File: config.mk
export PLATFORM = sky130hd
export DESIGN_NAME = shift_add_mult_ctrl_flat
export DESIGN_NICKNAME = d
export VERILOG_FILES = /design/src/rtl/shift_add_mult_ctrl_pkg.sv /design/src/rtl/shift_add_mult_ctrl_if.sv /design/src/rtl/shift_add_mult_ctrl_adder.sv /design/src/rtl/shift_add_mult_ctrl.sv /design/src/flat_wrapper.sv
export SDC_FILE = /design/constraint.sdc
export NUM_CORES = 1
export LEC_CHECK = 0
export CORE_ASPECT_RATIO = 2
export CORE_UTILIZATION = 36
export CTS_CLUSTER_SIZE = 12
export DETAILED_ROUTE_END_ITERATION = 12
export PLACE_DENSITY = 0.65
export SETUP_SLACK_MARGIN = 0.5
export SKIP_CTS_REPAIR_TIMING = 1
export SYNTH_ARGS = -nofsm -noshare
export SYNTH_HDL_FRONTEND = slang
export SYNTH_HIERARCHICAL = 1
export SYNTH_SLANG_ARGS = --single-unit
export TNS_END_PERCENT = 1
File: constraint.sdc
create_clock -name clk -period 2.35 [get_ports clk]
set_input_delay 0.47 -clock clk [delete_from_list [all_inputs] [get_ports clk]]
set_output_delay 0.47 -clock clk [all_outputs]
set_load 0.005 [all_outputs]
File: src/rtl/shift_add_mult_ctrl_pkg.sv
// Shared definitions for the sequential shift-add multiplier controller:
// FSM state encodings and the default operand width.
package shift_add_mult_ctrl_pkg;

  localparam int DEFAULT_WIDTH = 4;

  typedef enum logic [1:0] {
    ST_IDLE = 2'd0,
    ST_CALC = 2'd1,
    ST_DONE = 2'd2
  } state_e;

endpackage

File: src/rtl/shift_add_mult_ctrl_if.sv
// Operand/result valid-ready bundle for the shift-add multiplier.
// master = operand producer / result consumer, slave = multiplier controller.
interface shift_add_mult_ctrl_if
  import shift_add_mult_ctrl_pkg::*;
#(
  parameter int WIDTH = DEFAULT_WIDTH
);

  logic                 start_valid;
  logic                 start_ready;
  logic [WIDTH-1:0]     multiplicand;
  logic [WIDTH-1:0]     multiplier;
  logic                 result_valid;
  logic                 result_ready;
  logic [2*WIDTH-1:0]   product;
  logic                 busy;

  modport master (
    output start_valid, multiplicand, multiplier, result_ready,
    input  start_ready, result_valid, product, busy
  );

  modport slave (
    input  start_valid, multiplicand, multiplier, result_ready,
    output start_ready, result_valid, product, busy
  );

endinterface

File: src/rtl/shift_add_mult_ctrl_adder.sv
// Plain ripple-carry adder; the multiplier reuses one instance every step.
module ripple_carry_adder #(
  parameter int WIDTH = 4
) (
  input  logic [WIDTH-1:0] a_i,
  input  logic [WIDTH-1:0] b_i,
  input  logic             carry_i,
  output logic [WIDTH-1:0] sum_o,
  output logic             carry_o
);

  logic [WIDTH:0] carry_chain;

  assign carry_chain[0] = carry_i;

  generate
    for (genvar gi = 0; gi < WIDTH; gi++) begin : g_bit
      assign sum_o[gi]          = a_i[gi] ^ b_i[gi] ^ carry_chain[gi];
      assign carry_chain[gi+1]  = (a_i[gi] & b_i[gi]) | (carry_chain[gi] & (a_i[gi] ^ b_i[gi]));
    end
  endgenerate

  assign carry_o = carry_chain[WIDTH];

endmodule

File: src/rtl/shift_add_mult_ctrl.sv
// Sequential unsigned shift-add multiplier: one adder time-multiplexed over
// WIDTH steps, product = {acc, mq}, valid/ready on operands and result.
module shift_add_mult_ctrl
  import shift_add_mult_ctrl_pkg::*;
#(
  parameter int WIDTH = DEFAULT_WIDTH
) (
  input  logic                      clk,
  input  logic                      rst_n,
  shift_add_mult_ctrl_if.slave      bus
);

  localparam int              CW         = $clog2(WIDTH);
  localparam logic [CW-1:0]   LAST_COUNT = CW'(WIDTH - 1);

  state_e             state_q;
  logic [WIDTH-1:0]   acc_q;
  logic [WIDTH-1:0]   mq_q;
  logic [WIDTH-1:0]   mcand_q;
  logic [CW-1:0]      count_q;
  logic               start_ready_q;
  logic               result_valid_q;
  logic               busy_q;

  logic [WIDTH-1:0]   addend;
  logic [WIDTH-1:0]   sum;
  logic               carry;
  logic [WIDTH-1:0]   acc_d;
  logic [WIDTH-1:0]   mq_d;

  assign addend = mq_q[0] ? mcand_q : '0;

  ripple_carry_adder #(
    .WIDTH (WIDTH)
  ) u_adder (
    .a_i     (acc_q),
    .b_i     (addend),
    .carry_i (1'b0),
    .sum_o   (sum),
    .carry_o (carry)
  );

  // The adder carry becomes the new acc MSB; the sum LSB shifts into mq.
  assign acc_d = {carry, sum[WIDTH-1:1]};
  assign mq_d  = {sum[0], mq_q[WIDTH-1:1]};

  always_ff @(posedge clk or negedge rst_n) begin
    if (!rst_n) begin
      state_q        <= ST_IDLE;
      acc_q          <= '0;
      mq_q           <= '0;
      mcand_q        <= '0;
      count_q        <= '0;
      start_ready_q  <= 1'b1;
      result_valid_q <= 1'b0;
      busy_q         <= 1'b0;
    end else begin
      case (state_q)
        ST_IDLE: begin
          if (bus.start_valid) begin
            mcand_q       <= bus.multiplicand;
            mq_q          <= bus.multiplier;
            acc_q         <= '0;
            count_q       <= '0;
            state_q       <= ST_CALC;
            start_ready_q <= 1'b0;
            busy_q        <= 1'b1;
          end
        end
        ST_CALC: begin
          acc_q   <= acc_d;
          mq_q    <= mq_d;
          count_q <= count_q + CW'(1);
          if (count_q == LAST_COUNT) begin
            state_q        <= ST_DONE;
            result_valid_q <= 1'b1;
          end
        end
        ST_DONE: begin
          if (bus.result_ready) begin
            state_q        <= ST_IDLE;
            result_valid_q <= 1'b0;
            busy_q         <= 1'b0;
            start_ready_q  <= 1'b1;
          end
        end
        default: begin
          state_q        <= ST_IDLE;
          start_ready_q  <= 1'b1;
          result_valid_q <= 1'b0;
          busy_q         <= 1'b0;
        end
      endcase
    end
  end

  assign bus.start_ready  = start_ready_q;
  assign bus.result_valid = result_valid_q;
  assign bus.busy         = busy_q;
  assign bus.product      = {acc_q, mq_q};

endmodule

File: src/flat_wrapper.sv
// flat-port wrapper written by rule: the top's interface ports become plain ports
module shift_add_mult_ctrl_flat import shift_add_mult_ctrl_pkg::*;
#(
  parameter int WIDTH = DEFAULT_WIDTH
)
  (clk, rst_n, bus_start_valid, bus_multiplicand, bus_multiplier, bus_result_ready, bus_start_ready, bus_result_valid, bus_product, bus_busy);
  shift_add_mult_ctrl_if #(.WIDTH(WIDTH)) bus_i ();
  input  logic clk;
  input  logic rst_n;
  input wire logic [$bits(bus_i.start_valid)-1:0] bus_start_valid;
  input wire logic [$bits(bus_i.multiplicand)-1:0] bus_multiplicand;
  input wire logic [$bits(bus_i.multiplier)-1:0] bus_multiplier;
  input wire logic [$bits(bus_i.result_ready)-1:0] bus_result_ready;
  output wire logic [$bits(bus_i.start_ready)-1:0] bus_start_ready;
  output wire logic [$bits(bus_i.result_valid)-1:0] bus_result_valid;
  output wire logic [$bits(bus_i.product)-1:0] bus_product;
  output wire logic [$bits(bus_i.busy)-1:0] bus_busy;
  assign bus_i.start_valid = bus_start_valid;
  assign bus_i.multiplicand = bus_multiplicand;
  assign bus_i.multiplier = bus_multiplier;
  assign bus_i.result_ready = bus_result_ready;
  assign bus_start_ready = bus_i.start_ready;
  assign bus_result_valid = bus_i.result_valid;
  assign bus_product = bus_i.product;
  assign bus_busy = bus_i.busy;
  shift_add_mult_ctrl #(.WIDTH(WIDTH)) u_core (.clk(clk), .rst_n(rst_n), .bus(bus_i));
endmodule
==> summary.md, run 1 <==
| Metric | Value |
|---|---|
| Status | `finished, final reports clean` |
| Fin crit share | `~90%` |
| Critical Path Most Common Cell | `fa_2` |
| Async set-or-reset flop fraction in the synthesized netlist | `100%` |
| Max-slew headroom | `roughly 66%` |
| Slew Limit Fails | `0` |
| CTS buffer count | `3` |
| Vias per cell | `~4.9` |
| Via count | `~670` |
| Worst-Margin Slew | `roughly 0.51 ns` |
| Initial antenna violation count | `0` |
| Int Pwr | `1.11 mW` |
| Placed cell areas | `around 1200 um2` |
| Critical path class | `flop to flop` |
| Worst path slowest cell | `fa_1` |
| DR WL/cell | `about 13 um` |
| Post-synthesis cell area | `between 900 and 1000 um2` |
| Net Switching | `between 0.5 and 0.6 mW` |
| Top-area cell type share of the netlist area | `a little under half` |
| Flop pwr share | `between 30 and 40%` |
| #FFs+latches synth | `19` |
| Post-place setup slack | `roughly 0.16 ns` |
| Critical Path AT | `about 2.4 ns` |
| Peak supply drop | `0.000748 V` |
| Top cells by count, synth | `dfrtp_1 (18), inv_1 (10), a22o_1 (5), nand2_1 (5), nor2_1 (5)` |
| Clock Skews | `between 0.003 and 0.004 ns` |
| Global-route wire length before repair | `roughly 2900 um` |
| Die Area | `about 2800 um2` |
| Post-synthesis cell count | `between 80 and 90` |
| Worst-path maximum fanout | `2` |
| CTS tree | `built` |
| Worst endpoint required time | `around 2.5 ns` |
| Yosys warns | `6` |
| Hold Crit Class | `flop to flop` |
| Area grow syn2layout | `32.8%` |
| Row cnt | `26` |
| Static leakage | `0.531 nW` |
| Finished Layout Cells | `between 100 and 150` |
| Die height | `~74 um` |
| Placed Cells | `roughly 130` |
| Ranking of synthesized cells by area | `dfrtp_1 (48%), fa_1 (8.5%), mux2_2 (4.8%)` |
| Fmax | `roughly 460 MHz` |
| Dominant synthesized flop cell | `dfrtp_1` |
| Crit path cell chain | `and2_4 -> fa_2 -> inv_2 -> fa_2 -> inv_1 -> fa_2 -> inv_2 -> fa_1 -> inv_1 -> a22o_1` |
| DP Wirelength | `between 1000 and 1500 um` |
| Clk_lat worst skew | `~0.25 ns` |
| Final setup TNS | `0 ns` |
| # DRC | `0` |
| GRT Total Usage | `between 10 and 15%` |
| CP Buf/Inv Count | `4` |
| CP Launch Type | `flop` |
| # diodes | `0` |
| Core region area | `2500 um2` |
| CTS Sinks | `19` |
| CP Capture Type | `flop` |
| Hold Violations, Final | `0` |
| Count leader, synth | `dfrtp_1` |
| R2R Setup Slk | `approximately 0.17 ns` |
| Power Dens Cells | `1350 nW/um2` |
| Sequential area share after synthesis | `between 50% and 60%` |
| Average size of a mapped cell | `between 10 and 15 um2` |
| Root Driver | `clkbuf_8` |
| Grt total ovfl | `0` |
| Clk slew on worst S/H paths | `0.07 ns` |
| Tmin final | `2.18 ns` |
| Max Root-Sink Buffers | `2` |
| RePlAce Congestion | `0.727` |
| EDFF count, synth | `0` |
| Layout cells sized above 1 | `about a fifth` |
| Port bufs | `22` |
| RSZ-0062 raised after global routing | `true` |
| Critical path's largest stage delay | `around 0.40 ns` |
| Worst Setup Slack, final | `0.172 ns` |
| Top-level I/O count | `23` |
| Starting Density | `between 30% and 40%` |
| Total of max-cap violations | `0` |
| Synth area leader | `dfrtp_1` |
| Post-route ant nets | `0` |
| Fin area | `about 1300 um2` |
| Distinct cells, synth | `22` |
| Logic pwr share | `about half` |
| First drt pass iteration count | `4` |
| Filler instances | `~220` |
| Largest net degree at the start of global routing | `20` |
| Final setup vio count | `0` |
| Starting DRT DRC Count | `10` |
| Final core utilization | `between 50% and 60%` |
| Die X-Extent | `around 38 um` |
| H-tree level count | `1` |
| Sw Ratio | `34.4%` |
| Syn Nets | `100` |
| Vias in the first global route | `between 600 and 700` |
| Layout net count | `127` |
| Crit-path leading delay family | `adder cells` |
| Final WL | `approximately 1800 um` |
| Clock share of power | `13.1%` |
[power groups by stage]
stage	Clock (mW)	Combinational [mW]	Sequential, mW
floorplan	0	0.563	0.599
global placement	0	0.818	0.635
detailed placement	0	0.854	0.644
CTS	0.234	0.858	0.639
global route	0.245	0.936	0.661
finish	0.221	0.835	0.636
[cell families (layout without fill, tap and decap cells)]
logic type / Yosys count / in the layout / share of synthesized area (%)
buffers and inverters: 12 / 38 / 5.56
other: 1 / 1 / 0.397
AOI/OAI and AO/OA: 17 / 17 / 13.9
muxes: 4 / 4 / 4.77
DFF: 19 / 19 / 50.5
and+or+nand+nor: 25 / 25 / 15.1
adders and majority gates: 5 / 5 / 9.80
[final timing paths]
kind	startpoint	depth (start not counted)	end
max reg2reg	u_core/mq_q[0]$_DFFE_PN0P_	10	u_core/acc_q[2]$_DFFE_PN0P_
min in group asynchronous	rst_n	2	u_core/acc_q[0]$_DFFE_PN0P_
max in group asynchronous	rst_n	2	u_core/bus.start_ready$_DFFE_PN1P_
min	u_core/mcand_q[1]$_DFFE_PN0P_	1	u_core/mcand_q[1]$_DFFE_PN0P_
min reg2reg	u_core/mcand_q[1]$_DFFE_PN0P_	1	u_core/mcand_q[1]$_DFFE_PN0P_
max	u_core/mq_q[0]$_DFFE_PN0P_	10	u_core/acc_q[2]$_DFFE_PN0P_
[registers in the layout (all words and copies together), names as in the netlist]
name and cells:
u_core/mq_q 4, u_core/mcand_q 4, u_core/state_q 2, u_core/count_q 2, u_core/bus.start_ready 1, u_core/bus.result_valid 1
u_core/acc_q 4, u_core/bus.busy 1
[cell type report]
| cell class | count | area [um2] | share of cell area (%) |
|---|---|---|---|
| Clock buffer | 4 | 45.0 | 3.59 |
| Inverter | 10 | 37.5 | 2.99 |
| Multi-Input combinational cell | 52 | 425 | 33.9 |
| Sequential cell | 19 | 477 | 38.0 |
| Tap cell | 28 | 35.0 | 2.79 |
| Timing Repair Buffer | 24 | 235 | 18.7 |
[cell usage in the layout (no fill, tap or decap)]
cell,n
clkdlybuf4s50_1,22
dfrtp_1,18
inv_1,8
nand2_1,5
nor2_1,5
a22o_1,5
o21ai_0,4
nand3b_1,4
o221a_2,4
mux2_2,4
clkbuf_8,3
and2_1,3
a21oi_1,3
fa_2,3
buf_4,2
nor2b_1,2
nand2b_1,2
inv_2,2
clkbuf_1,1
and2_4,1
o21bai_1,1
nand2b_2,1
nor3_1,1
nor2_4,1
ha_1,1
dfstp_2,1
fa_1,1
conb_1,1
[layer usage]
layer / vias up / track usage [%] / part of all wire [%]
met3: 2 / 2.69 / 2.0
met4: 0 / 7.14 / 1.1
met2: 7 / 25.2 / 57
li1: 331 / - / -
met5: - / 0 / 0
met1: 327 / 16.0 / 40
[worst register-to-register path: stages, from the launching register on]
cell and delay [ns]:
dfrtp_1 0.38, and2_4 0.16, fa_2 0.33, inv_2 0.06, fa_2 0.16, inv_1 0.04
fa_2 0.33, inv_2 0.06, fa_1 0.40, inv_1 0.06, a22o_1 0.12
[per-stage QoR]
stage	total power [mW]	hold WS, ns
2_1_floorplan	1.16	0.174
3_3_place_gp	1.45	0.484
3_5_place_dp	1.50	0.494
4_1_cts	1.73	0.505
5_1_grt	1.84	0.523
6_report	1.69	0.503
Power figures use the tool's default switching activity.
==> run 2: changes to the inputs <==
--- a/config.mk
+++ b/config.mk
@@ -9,7 +9,7 @@
 export CORE_UTILIZATION = 36
 export CTS_CLUSTER_SIZE = 12
 export DETAILED_ROUTE_END_ITERATION = 12
-export PLACE_DENSITY = 0.65
+export GPL_ROUTABILITY_DRIVEN = 0
 export SETUP_SLACK_MARGIN = 0.5
 export SKIP_CTS_REPAIR_TIMING = 1
 export SYNTH_ARGS = -nofsm -noshare
==> summary.md, run 2 (synthesis results as in run 1) <==
| Metric | Value |
|---|---|
| Fin crit share | `between 90% and 100%` |
| Clock share of power | `between 10 and 15%` |
| Flop pwr share | `roughly 38%` |
| Post-route ant nets | `0` |
| Die X-Extent | `38.2 um` |
| Status | `finished, final reports clean` |
| Worst-path maximum fanout | `2` |
| Logic pwr share | `between 40% and 50%` |
| Net Switching | `around 0.57 mW` |
| Final setup TNS | `0 ns` |
| # DRC | `0` |
| Tmin final | `around 2.1 ns` |
| Layout net count | `between 100 and 150` |
| Fin area | `between 1000 and 1500 um2` |
| Clk slew on worst S/H paths | `around 0.070 ns` |
| Initial antenna violation count | `0` |
| Die height | `about 74 um` |
| DR WL/cell | `roughly 12 um` |
| CTS buffer count | `3` |
| Clk_lat worst skew | `0.24 ns` |
| Port bufs | `22` |
| Placed cell areas | `roughly 1200 um2` |
| Core region area | `around 2500 um2` |
| Area grow syn2layout | `32.8%` |
| Filler instances | `231` |
| Via count | `669` |
| # diodes | `0` |
| Total of max-cap violations | `0` |
| Clock Skews | `approximately 0.0027 ns` |
| Sw Ratio | `between 30% and 40%` |
| Root Driver | `clkbuf_8` |
| Global-route wire length before repair | `2820 um` |
| Hold Violations, Final | `0` |
| Row cnt | `26` |
| CTS tree | `built` |
| Leading cell types in the layout, fill and taps excluded | `clkdlybuf4s50_1 (22), dfrtp_1 (18), inv_1 (8)` |
| Grt total ovfl | `0` |
| DP Wirelength | `~1400 um` |
| Multi-input logic area | `between 400 and 500 um2` |
| Layout cells sized above 1 | `roughly a fifth` |
| H-tree level count | `1` |
| CTS Sinks | `19` |
| Placed Cells | `roughly 130` |
| Register area | `~480 um2` |
| Die Area | `between 2000 and 3000 um2` |
| Critical path class | `flop to flop` |
| Vias per cell | `4.88` |
| Largest net degree at the start of global routing | `20` |
| GRT Total Usage | `around 14%` |
| Critical Path AT | `roughly 2.3 ns` |
| CP Launch Type | `flop` |
| Static leakage | `between 0.5 and 0.6 nW` |
| Starting DRT DRC Count | `6` |
| Commonest non-fill, non-tap cell in the layout | `clkdlybuf4s50_1` |
| Final WL | `about 1700 um` |
| Power Dens Cells | `approximately 1300 nW/um2` |
| RSZ-0062 raised after global routing | `true` |
| Final setup vio count | `0` |
| Vias in the first global route | `644` |
| Fmax | `466 MHz` |
| Worst endpoint required time | `2.53 ns` |
| Int Pwr | `approximately 1.1 mW` |
| Top-level I/O count | `23` |
| CP Capture Type | `flop` |
| Slew Limit Fails | `0` |
| Top Registers | `u_core/acc_q (4), u_core/mcand_q (4), u_core/mq_q (4)` |
| First drt pass iteration count | `4` |
| Peak supply drop | `0.000677 V` |
| Finished Layout Cells | `~140` |
| Starting Density | `37.7%` |
| Hold Crit Class | `flop to flop` |
| Max Root-Sink Buffers | `2` |
==> run 2: cell counts in the layout (fill, tap and decap cells not counted) <==
Identical to the previous run, type by type.
==> run 2: path summary, 6_finish.rpt <==
check                           slack (ns)                          start                            endpoint  depth (start not counted)
worst min-delay path                  0.50  u_core/count_q[0]$_DFFE_PN0P_       u_core/count_q[0]$_DFFE_PN0P_                          1
worst max-delay path                  0.20     u_core/mq_q[0]$_DFFE_PN0P_         u_core/acc_q[2]$_DFFE_PN0P_                         10
worst min register to register        0.50  u_core/count_q[0]$_DFFE_PN0P_       u_core/count_q[0]$_DFFE_PN0P_                          1
min in group asynchronous             0.55                          rst_n       u_core/state_q[1]$_DFFE_PN0P_                          2
worst max register to register        0.20     u_core/mq_q[0]$_DFFE_PN0P_         u_core/acc_q[2]$_DFFE_PN0P_                         10
max in group asynchronous             1.53                          rst_n  u_core/bus.start_ready$_DFFE_PN1P_                          2
==> run 2: metal layers <==
metal  part of all wire [%]  GRT usage (%)
met2                     56           24.3
met3                    2.2           1.79
met5                      0              0
met1                     41           16.2
met4                    1.4           5.95
==> run 2: critical path, stage by stage (launching register included) <==
cell	delay [ns]
dfrtp_1	0.38
and2_4	0.16
fa_2	0.33
inv_2	0.06
fa_2	0.17
inv_1	0.04
fa_2	0.33
inv_2	0.06
fa_1	0.40
inv_1	0.06
a22o_1	0.12
==> run 2: layout make-up <==
class / instances / share of cell area [%]
timing repair buffer: 24 / 18.7
tap: 28 / 2.79
multi-input combinational: 52 / 33.9
sequential: 19 / 38.0
inverter: 10 / 2.99
clock buffer: 4 / 3.59
==> run 2: power groups by stage <==
stage	Combinational [mW]	Clock (mW)	Sequential, mW
after CTS	0.846	0.224	0.637
after global routing	0.940	0.241	0.657
after floorplan	0.563	0	0.599
final	0.828	0.214	0.633
after global placement	0.819	0	0.636
after detailed placement	0.845	0	0.642
==> run 2: metrics by stage <==
stage / hold WS, ns / total power, mW / utilization, % / setup WS, ns
final: 0.502 / 1.67 / 50.1 / 0.203
after global routing: 0.523 / 1.84 / 50.1 / 0.101
after CTS: 0.503 / 1.71 / 50.1 / 0.176
after detailed placement: 0.488 / 1.49 / 48.3 / 0.193
after global placement: 0.484 / 1.46 / 48.3 / 0.225
after floorplan: 0.174 / 1.16 / - / 0.289
==> run 3: changes to the inputs <==
--- a/config.mk
+++ b/config.mk
@@ -7,6 +7,7 @@
 export LEC_CHECK = 0
 export CORE_ASPECT_RATIO = 2
 export CORE_UTILIZATION = 36
+export CTS_BUF_LIST = sky130_fd_sc_hd__clkbuf_16
 export CTS_CLUSTER_SIZE = 12
 export DETAILED_ROUTE_END_ITERATION = 12
 export GPL_ROUTABILITY_DRIVEN = 0
==> summary.md, run 3 (synthesis results as in run 1) <==
| Metric | Value |
|---|---|
| RSZ-0062 raised after global routing | `true` |
| CTS Sinks | `19` |
| DP Wirelength | `1370 um` |
| Grt total ovfl | `0` |
| Power Dens Cells | `between 1000 and 1500 nW/um2` |
| Hold Crit Class | `flop to flop` |
| Leading cell types in the layout, fill and taps excluded | `clkdlybuf4s50_1 (22), dfrtp_1 (18), inv_1 (9)` |
| Clock share of power | `18.6%` |
| Commonest non-fill, non-tap cell in the layout | `clkdlybuf4s50_1` |
| Vias in the first global route | `between 600 and 700` |
| CP Buf/Inv Count | `4` |
| First drt pass iteration count | `3` |
| Slew Limit Fails | `0` |
| Starting DRT DRC Count | `5` |
| Clk_lat worst skew | `around 0.24 ns` |
| Clock Skews | `0.00463 ns` |
| Worst path slowest cell | `fa_1` |
| Final setup vio count | `0` |
| Top Registers | `u_core/acc_q (4), u_core/mcand_q (4), u_core/mq_q (4)` |
| Final WL | `1730 um` |
| Hold Violations, Final | `0` |
| Static leakage | `about 0.55 nW` |
| # DRC | `0` |
| Fin crit share | `about 90%` |
| # diodes | `0` |
| CTS tree | `built` |
| Flop pwr share | `a little over a third` |
| Core region area | `between 2000 and 3000 um2` |
| Total of max-cap violations | `0` |
| Top-level I/O count | `23` |
| Starting Density | `between 30% and 40%` |
| Worst endpoint required time | `2.53 ns` |
| Net Switching | `0.586 mW` |
| Critical path's largest stage delay | `about 0.40 ns` |
| Via count | `around 660` |
| R2R Setup Slk | `between 0.15 and 0.2 ns` |
| Die X-Extent | `around 38 um` |
| Worst-Margin Slew | `about 0.5 ns` |
| Layout cells sized above 1 | `20.2%` |
| GRT Total Usage | `about 14%` |
| Largest net degree at the start of global routing | `20` |
| Worst-path maximum fanout | `2` |
| Post-route ant nets | `0` |
| Fmax | `around 460 MHz` |
| CTS buffer count | `3` |
| CP Launch Type | `flop` |
| Area grow syn2layout | `36.4%` |
| Die Area | `about 2800 um2` |
| Initial antenna violation count | `0` |
| Die height | `around 74 um` |
| Clk slew on worst S/H paths | `roughly 0.05 ns` |
| Crit path cell chain | `and2_4 -> fa_2 -> inv_2 -> fa_2 -> inv_1 -> fa_2 -> inv_2 -> fa_1 -> inv_1 -> a22o_1` |
| CP Capture Type | `flop` |
| Final setup TNS | `0 ns` |
| Placed Cells | `133` |
| Max Root-Sink Buffers | `2` |
| Status | `finished, final reports clean` |
| Int Pwr | `approximately 1.2 mW` |
| Finished Layout Cells | `between 100 and 150` |
| H-tree level count | `1` |
| Critical Path Most Common Cell | `fa_2` |
| Max-slew headroom | `roughly 67%` |
| Sw Ratio | `32.6%` |
| Row cnt | `26` |
| Peak supply drop | `roughly 0.00086 V` |
| Critical path class | `flop to flop` |
| Logic pwr share | `between 40% and 50%` |
| Crit-path leading delay family | `adder cells` |
| Layout net count | `127` |
| Vias per cell | `just under 5` |
| Filler instances | `around 230` |
| DR WL/cell | `12.6 um` |
| Root Driver | `clkbuf_16` |
| Critical Path AT | `approximately 2.3 ns` |
| Port bufs | `22` |
| Global-route wire length before repair | `2840 um` |
| Tmin final | `between 2 and 2.5 ns` |
## run 3: changes by cell type in the layout (fill, tap and decap cells not counted)
| cell | before | now |
|---|---|---|
| clkbuf_16 | 0 | 3 |
| clkbuf_8 | 3 | 0 |
| inv_1 | 8 | 9 |
| clkbuf_1 | 1 | 0 |
## run 3: worst paths after layout
kind,from,end,depth (start not counted)
max in group asynchronous,rst_n,u_core/bus.start_ready$_DFFE_PN1P_,2
hold / removal,u_core/mcand_q[3]$_DFFE_PN0P_,u_core/mcand_q[3]$_DFFE_PN0P_,1
hold reg to reg,u_core/mcand_q[3]$_DFFE_PN0P_,u_core/mcand_q[3]$_DFFE_PN0P_,1
setup / recovery,u_core/mq_q[0]$_DFFE_PN0P_,u_core/acc_q[2]$_DFFE_PN0P_,10
setup reg to reg,u_core/mq_q[0]$_DFFE_PN0P_,u_core/acc_q[2]$_DFFE_PN0P_,10
min in group asynchronous,rst_n,u_core/state_q[1]$_DFFE_PN0P_,2
## run 3: metrics by stage
step	setup WS (ns)	hold slack, ns	area, um2	power (mW)	utilization [%]
after floorplan	0.289	0.174	955	1.16	-
after global placement	0.225	0.484	1210	1.46	48.3
after detailed placement	0.193	0.488	1210	1.49	48.3
after CTS	0.171	0.500	1290	1.83	51.4
after global routing	0.103	0.518	1290	1.96	51.4
final	0.198	0.497	1290	1.80	51.4
## run 3: cell type report
class                      count  area (um2)  area share, %
tap                           28        35.0           2.72
inverter                      10        37.5           2.91
timing repair buffer          24         235           18.3
clock inverter                 1        3.75          0.291
sequential                    19         477           37.0
clock buffer                   3        75.1           5.83
multi-input combinational     52         425           33.0
## run 3: power groups by stage
stage	combinational [mW]	clock, mW	sequential, mW
after floorplan	0.563	0	0.599
after global placement	0.819	0	0.636
after detailed placement	0.845	0	0.642
after CTS	0.848	0.343	0.637
after global routing	0.939	0.360	0.658
final	0.832	0.334	0.633
## run 3: worst reg2reg max path: stages (launching register included)
cell	delay [ns]
dfrtp_1	0.37
and2_4	0.16
fa_2	0.33
inv_2	0.06
fa_2	0.17
inv_1	0.05
fa_2	0.33
inv_2	0.06
fa_1	0.40
inv_1	0.06
a22o_1	0.12
## run 3: routing by layer
layer	global-route usage [%]	vias to the layer above	part of all wire (%)
li1	-	331	-
met1	16.2	317	41
met4	7.14	0	1.4
met2	24.1	9	56
met5	0	-	0
met3	2.69	2	2.1
